[config.mk]
export PLATFORM = sky130hd
export DESIGN_NAME = processing_unit_neo_mc
export DESIGN_NICKNAME = d
export VERILOG_FILES = /design/src/rtl/processing_unit_neo_mc.sv
export SDC_FILE = /design/constraint.sdc
export NUM_CORES = 2
export LEC_CHECK = 0
export ABC_CLOCK_PERIOD_IN_PS = 17050
export CELL_PAD_IN_SITES_DETAIL_PLACEMENT = 0
export CELL_PAD_IN_SITES_GLOBAL_PLACEMENT = 2
export CORE_MARGIN = 3
export CORE_UTILIZATION = 25
export DETAILED_ROUTE_END_ITERATION = 16
export HOLD_SLACK_MARGIN = 0.02
export PLACE_DENSITY_LB_ADDON = 0.2
export SETUP_SLACK_MARGIN = 0.1
export SLEW_MARGIN = 40
export SYNTH_ARGS = -nofsm -noshare
export SYNTH_HDL_FRONTEND = slang
export SYNTH_SLANG_ARGS = --single-unit
[constraint.sdc]
create_clock -name clk -period 17.05 [get_ports clk]
set_input_delay 3.41 -clock clk [delete_from_list [all_inputs] [get_ports clk]]
set_output_delay 3.41 -clock clk [all_outputs]
set_load 0.02 [all_outputs]
[src/rtl/processing_unit_neo_mc.sv]
// processing_unit_neo_mc: multi-channel nonlinear energy operator (NEO) spike
// detector. Time-multiplexed samples are processed in a 3-stage pipeline with
// per-channel history and refractory state. Detections are emitted as
// per-channel pulses and as {channel, timestamp} words in a FWFT event FIFO.
module processing_unit_neo_mc #(
  parameter int DATA_W     = 16,
  parameter int NUM_CH     = 4,
  parameter int REFRACT    = 8,
  parameter int FIFO_DEPTH = 8,
  localparam int CH_W      = (NUM_CH > 1) ? $clog2(NUM_CH) : 1
) (
  input  logic                     clk,
  input  logic                     rst,
  input  logic                     in_valid,
  input  logic [CH_W-1:0]          in_ch,
  input  logic signed [DATA_W-1:0] in_data,
  input  logic [2*DATA_W-1:0]      thresh,
  output logic [NUM_CH-1:0]        spike_detection,
  output logic                     event_valid,
  input  logic                     event_ready,
  output logic [31:0]              event_out,
  output logic [15:0]              drop_count
);

  localparam int PW = 2 * DATA_W;
  localparam int AW = (FIFO_DEPTH > 1) ? $clog2(FIFO_DEPTH) : 1;
  localparam int CW = AW + 1;

  function automatic logic [15:0] f_sat_inc16(input logic [15:0] v);
    return (v == 16'hFFFF) ? v : v + 16'd1;
  endfunction

  // psi = a - b, one bit wider than the products so it can never overflow
  function automatic logic signed [PW:0] f_psi(input logic signed [PW-1:0] a,
                                               input logic signed [PW-1:0] b);
    return {a[PW-1], a} - {b[PW-1], b};
  endfunction

  // per-channel state
  logic signed [DATA_W-1:0] r_x1 [NUM_CH];
  logic signed [DATA_W-1:0] r_x2 [NUM_CH];
  logic [7:0]               r_rcnt [NUM_CH];
  logic [23:0]              r_ts;

  // pipeline registers
  logic                     r_vld_p1, r_vld_p2;
  logic [CH_W-1:0]          r_ch_p1, r_ch_p2;
  logic [23:0]              r_ts_p1, r_ts_p2;
  logic signed [DATA_W-1:0] r_x_p1, r_x1_p1, r_x2_p1;
  logic signed [PW-1:0]     r_a_p2, r_b_p2;
  logic [NUM_CH-1:0]        r_spike;

  // event FIFO
  logic [31:0]              r_mem [FIFO_DEPTH];
  logic [AW-1:0]            r_wr, r_rd;
  logic [CW-1:0]            r_cnt;
  logic [15:0]              r_drop;

  logic                     w_ch_ok, w_acc, w_hit;
  logic signed [PW:0]       w_psi, w_thr;
  logic                     w_full, w_pop, w_wr_en, w_drop;

  // channel indices beyond NUM_CH only exist when NUM_CH is not a power of 2
  generate
    if ((1 << CH_W) == NUM_CH) begin : g_ch_full
      assign w_ch_ok = 1'b1;
    end else begin : g_ch_part
      assign w_ch_ok = (in_ch < CH_W'(NUM_CH));
    end
  endgenerate

  assign w_acc   = in_valid & w_ch_ok;
  assign w_psi   = f_psi(r_a_p2, r_b_p2);
  assign w_thr   = {1'b0, thresh};
  assign w_hit   = r_vld_p2 && (w_psi > 0) && (w_psi > w_thr) && (r_rcnt[r_ch_p2] == 8'd0);

  assign w_full  = (r_cnt == CW'(FIFO_DEPTH));
  assign w_pop   = event_valid & event_ready;
  assign w_wr_en = w_hit & (~w_full | w_pop);
  assign w_drop  = w_hit & w_full & ~w_pop;

  // Stage 0: timestamp counter and per-channel history update on accept
  always_ff @(posedge clk or negedge rst) begin
    if (!rst) begin
      r_ts <= '0;
      for (int i = 0; i < NUM_CH; i++) begin
        r_x1[i] <= '0;
        r_x2[i] <= '0;
      end
    end else begin
      r_ts <= r_ts + 24'd1;
      if (w_acc) begin
        r_x2[in_ch] <= r_x1[in_ch];
        r_x1[in_ch] <= in_data;
      end
    end
  end

  // Pipeline valid flags; cleared by reset so in-flight samples are discarded
  always_ff @(posedge clk or negedge rst) begin
    if (!rst) begin
      r_vld_p1 <= 1'b0;
      r_vld_p2 <= 1'b0;
    end else begin
      r_vld_p1 <= w_acc;
      r_vld_p2 <= r_vld_p1;
    end
  end

  // Stage 0 -> 1: capture sample with its pre-update history
  always_ff @(posedge clk) begin
    r_x_p1  <= in_data;
    r_x1_p1 <= r_x1[in_ch];
    r_x2_p1 <= r_x2[in_ch];
    r_ch_p1 <= in_ch;
    r_ts_p1 <= r_ts;
  end

  // Stage 1 -> 2: full-width signed products
  always_ff @(posedge clk) begin
    r_a_p2  <= PW'(r_x1_p1) * PW'(r_x1_p1);
    r_b_p2  <= PW'(r_x_p1) * PW'(r_x2_p1);
    r_ch_p2 <= r_ch_p1;
    r_ts_p2 <= r_ts_p1;
  end

  // Stage 2: threshold decision, refractory counting and spike pulse
  always_ff @(posedge clk or negedge rst) begin
    if (!rst) begin
      r_spike <= '0;
      for (int i = 0; i < NUM_CH; i++) r_rcnt[i] <= '0;
    end else begin
      r_spike <= '0;
      if (w_hit) r_spike[r_ch_p2] <= 1'b1;
      if (r_vld_p2) begin
        if (w_hit)
          r_rcnt[r_ch_p2] <= 8'(REFRACT);
        else if (r_rcnt[r_ch_p2] != 8'd0)
          r_rcnt[r_ch_p2] <= r_rcnt[r_ch_p2] - 8'd1;
      end
    end
  end

  // Event FIFO pointers, occupancy and saturating drop counter
  always_ff @(posedge clk or negedge rst) begin
    if (!rst) begin
      r_wr   <= '0;
      r_rd   <= '0;
      r_cnt  <= '0;
      r_drop <= '0;
    end else begin
      if (w_wr_en) r_wr <= r_wr + AW'(1);
      if (w_pop)   r_rd <= r_rd + AW'(1);
      r_cnt <= r_cnt + CW'(w_wr_en) - CW'(w_pop);
      if (w_drop) r_drop <= f_sat_inc16(r_drop);
    end
  end

  // Event FIFO storage
  always_ff @(posedge clk) begin
    if (w_wr_en) r_mem[r_wr] <= {8'(r_ch_p2), r_ts_p2};
  end

  assign spike_detection = r_spike;
  assign event_valid     = (r_cnt != '0);
  assign event_out       = event_valid ? r_mem[r_rd] : 32'd0;
  assign drop_count      = r_drop;

endmodule

==> results.yml <==
run_status:
  status: "completed"
timing:
  fin_ws_ps: 9350
  fin_tns_setup_ps: 0
  finalSetupViolations: 0
  post-route-period-util_pct: 45.2
  max_clock_freq_mhz: 130
  period_needed_ps: 7700
  slew_headroom_pct: 43.5
  hold_viol_final: 0
  rsz0062_at_grt: "no"
  tightest_slew_ps: 846
  whs_ps: 310
  fin_skew_ps: 35.9
  slew_violations: 0
yosys:
  synth_largest_area_cell: "fa_1"
  ys.flop_type: "dfrtp_1"
  syn_area_per_cell_sq_um: 11.6
  async_flop_share_pct: 36.8
  syn_area_sq_mm: 0.0423
  yosysSeqAreaShare_pct: 35.3
  synthTopCellsByArea: "fa_1 (24%), edfxtp_1 (15%), dfrtp_1 (13%)"
  netlist_instances: 3642
  synth_top_cell_area_share_pct: 23.8
  synth-seq-cells: 587
  yosys.cell_types.count: 81
  synth_edf_count: 208
  ys_warn_count: 0
global_routing:
  gr-usage-all-layers_pct: 13.8
  grt_max_degree: 61
  grt_pass1_wl_mm: 181
  grt_antenna_before_repair: 5
  gr-total-overflow: 0
  grt_pass1_vias: 27900
floorplanning:
  die_w_um: 417
  die_y_um: 417
  start_util_pct: 25.2
  rows: 150
  floorplan.core_area_sq_mm: 0.168
  num_io_pins: 107
  die_area_sq_mm: 0.174
layout:
  instances_no_fill: 5995
  mostFrequentLayoutCells: "inv_1 (717), fa_1 (503), nand2_1 (247)"
  nets: 4534
  area.growth.synth_to_final_pct: 14.1
  final.fill_count: 17400
  drive_above_1_share_pct: 11.7
  final_common_cell: "inv_1"
place:
  numPortBuffers: 100
  hpwlAfterDp_mm: 93.3
  post-place-ws_ps: 8500
  dp.cells: 5877
  routabilityCongestion: 0.763
route:
  totalWireLength_mm: 119
  viasPerCell: 4.22
  ant_nets: 0
  drt_iter0_drc: 1197
  vias: 25300
  drc_errors: 0
  drtPass1Iterations: 5
  wl_per_cell_um: 19.8
clocking:
  clkLatencyLatePin_ps: 660
  post_cts_resized: 0
  cts_root_buffer: "clkbuf_16"
  clk_pin_slew_ps: 60
  postCtsSetupBuffers: 0
  cts_buffers: 61
  htreeDepth: 2
  clockBufferDepth: 3
  clock_sinks: 587
  cts_tree: "built"
  hold_buffers: 0
setup_path:
  arrival_ps: 8000
  worstPathRequired_ps: 17350
  worstSetupPathType: "in2reg"
  crit_fanout: 26
  critPathLaunchType: "primary input"
  end_kind: "flop"
hold_path:
  hp-class: "reg2reg"
job:
  drv_cap: 0
==> synthesized netlist by cell type (9+ instances only) <==
library cell,n
nand2b_1,28
clkbuf_1,93
nor2_1,126
a21o_1,52
dfrtp_1,216
buf_1,15
a22o_1,21
dfxtp_1,163
edfxtp_1,208
and4_1,9
ha_1,241
xnor2_1,107
and2_1,178
mux2_2,132
xor2_1,42
o211ai_1,13
and3_1,17
nor3_1,29
fa_1,503
or3_1,10
mux4_2,92
a21oi_1,89
o21ai_0,44
o21a_1,9
o21bai_1,12
nand2_1,247
mux2i_1,27
inv_1,717
nand3_1,40
nand4_1,22
nor2b_1,9
==> cell type report <==
type,instances,area [sq um],share of cell area (%)
multi-input cells,2221,24300,50.3
flip-flops and latches,587,14900,31.0
well taps,2204,2760,5.72
inverters,717,2690,5.58
clock buffers,88,1790,3.71
repair buffers,148,1380,2.87
clock inverters,28,399,0.827
diodes,2,5.00,0.0104
==> routing by layer <==
layer  track usage, %  wire, um  part of all wire, %  up-vias
li1                 -         -                    -    12000
met1             18.8     55700                   47    12900
met2             23.2     56400                   48      319
met3             1.38      2690                  2.3      121
met4             3.93      3740                  3.2        2
met5                0        19                0.016        -
==> flip-flops by register name, summed over array words and instances, names as in the netlist <==
name             cells
drop_count          16
r_x2_p1             16
r_vld_p1             1
r_x1_p1             16
spike_detection      4
r_x2                64
r_mem              208
r_ts_p1             24
r_ch_p1              2
r_x1                64
r_vld_p2             1
r_ts                24
r_ts_p2             24
r_rcnt              32
r_a_p2              31
r_cnt                4
r_x_p1              16
r_b_p2              32
r_wr                 3
r_ch_p2              2
r_rd                 3
==> worst paths after layout <==
| kind | start | endpoint | slack (ps) | depth (start not counted) |
|---|---|---|---|---|
| min | r_ts_p1[23] | r_ts_p2[23] | 310 | 0 |
| min in group asynchronous | rst | r_x1[14] | 2680 | 1 |
| min reg2reg | r_ts_p1[23] | r_ts_p2[23] | 310 | 0 |
| max reg2reg | r_a_p2[0] | r_cnt[2] | 9570 | 26 |
| max in group asynchronous | rst | r_rd[0] | 12700 | 3 |
| max | thresh[20] | r_mem[2][5] | 9350 | 12 |
==> cells by family (layout without fill, tap and decap cells) <==
kind of cell	count (synthesis)	after routing	synth area share, %
other	1	8	0.00887
AOI/OAI and AO/OA	310	310	5.01
adders and majority gates	744	744	30.9
DFF	587	587	35.3
and+or+nand+nor	759	759	9.02
xor gates and xnor gates	149	149	3.09
muxes	253	253	9.12
buffers and inverters	839	981	7.55
==> through the flow <==
stage	cell area [sq um]	utilization, %
after CTS	48200	28.8
after global placement	46000	27.4
final	48300	28.8
after global routing	48200	28.8
after detailed placement	46000	27.5
after floorplan	42300	-
==> worst max-delay path, stage by stage <==
cell,delay (ps)
clkdlybuf4s50_1,450
inv_1,240
ha_1,410
nand4_1,270
nor3_1,560
and2_1,200
a22oi_1,60
a21oi_1,330
nand3b_1,630
nand3b_1,650
nor4b_2,350
buf_4,390
Power is left out: the tool's default activity adds up to more than one toggle a clock period on the data nets, which glitch-free logic cannot reach.
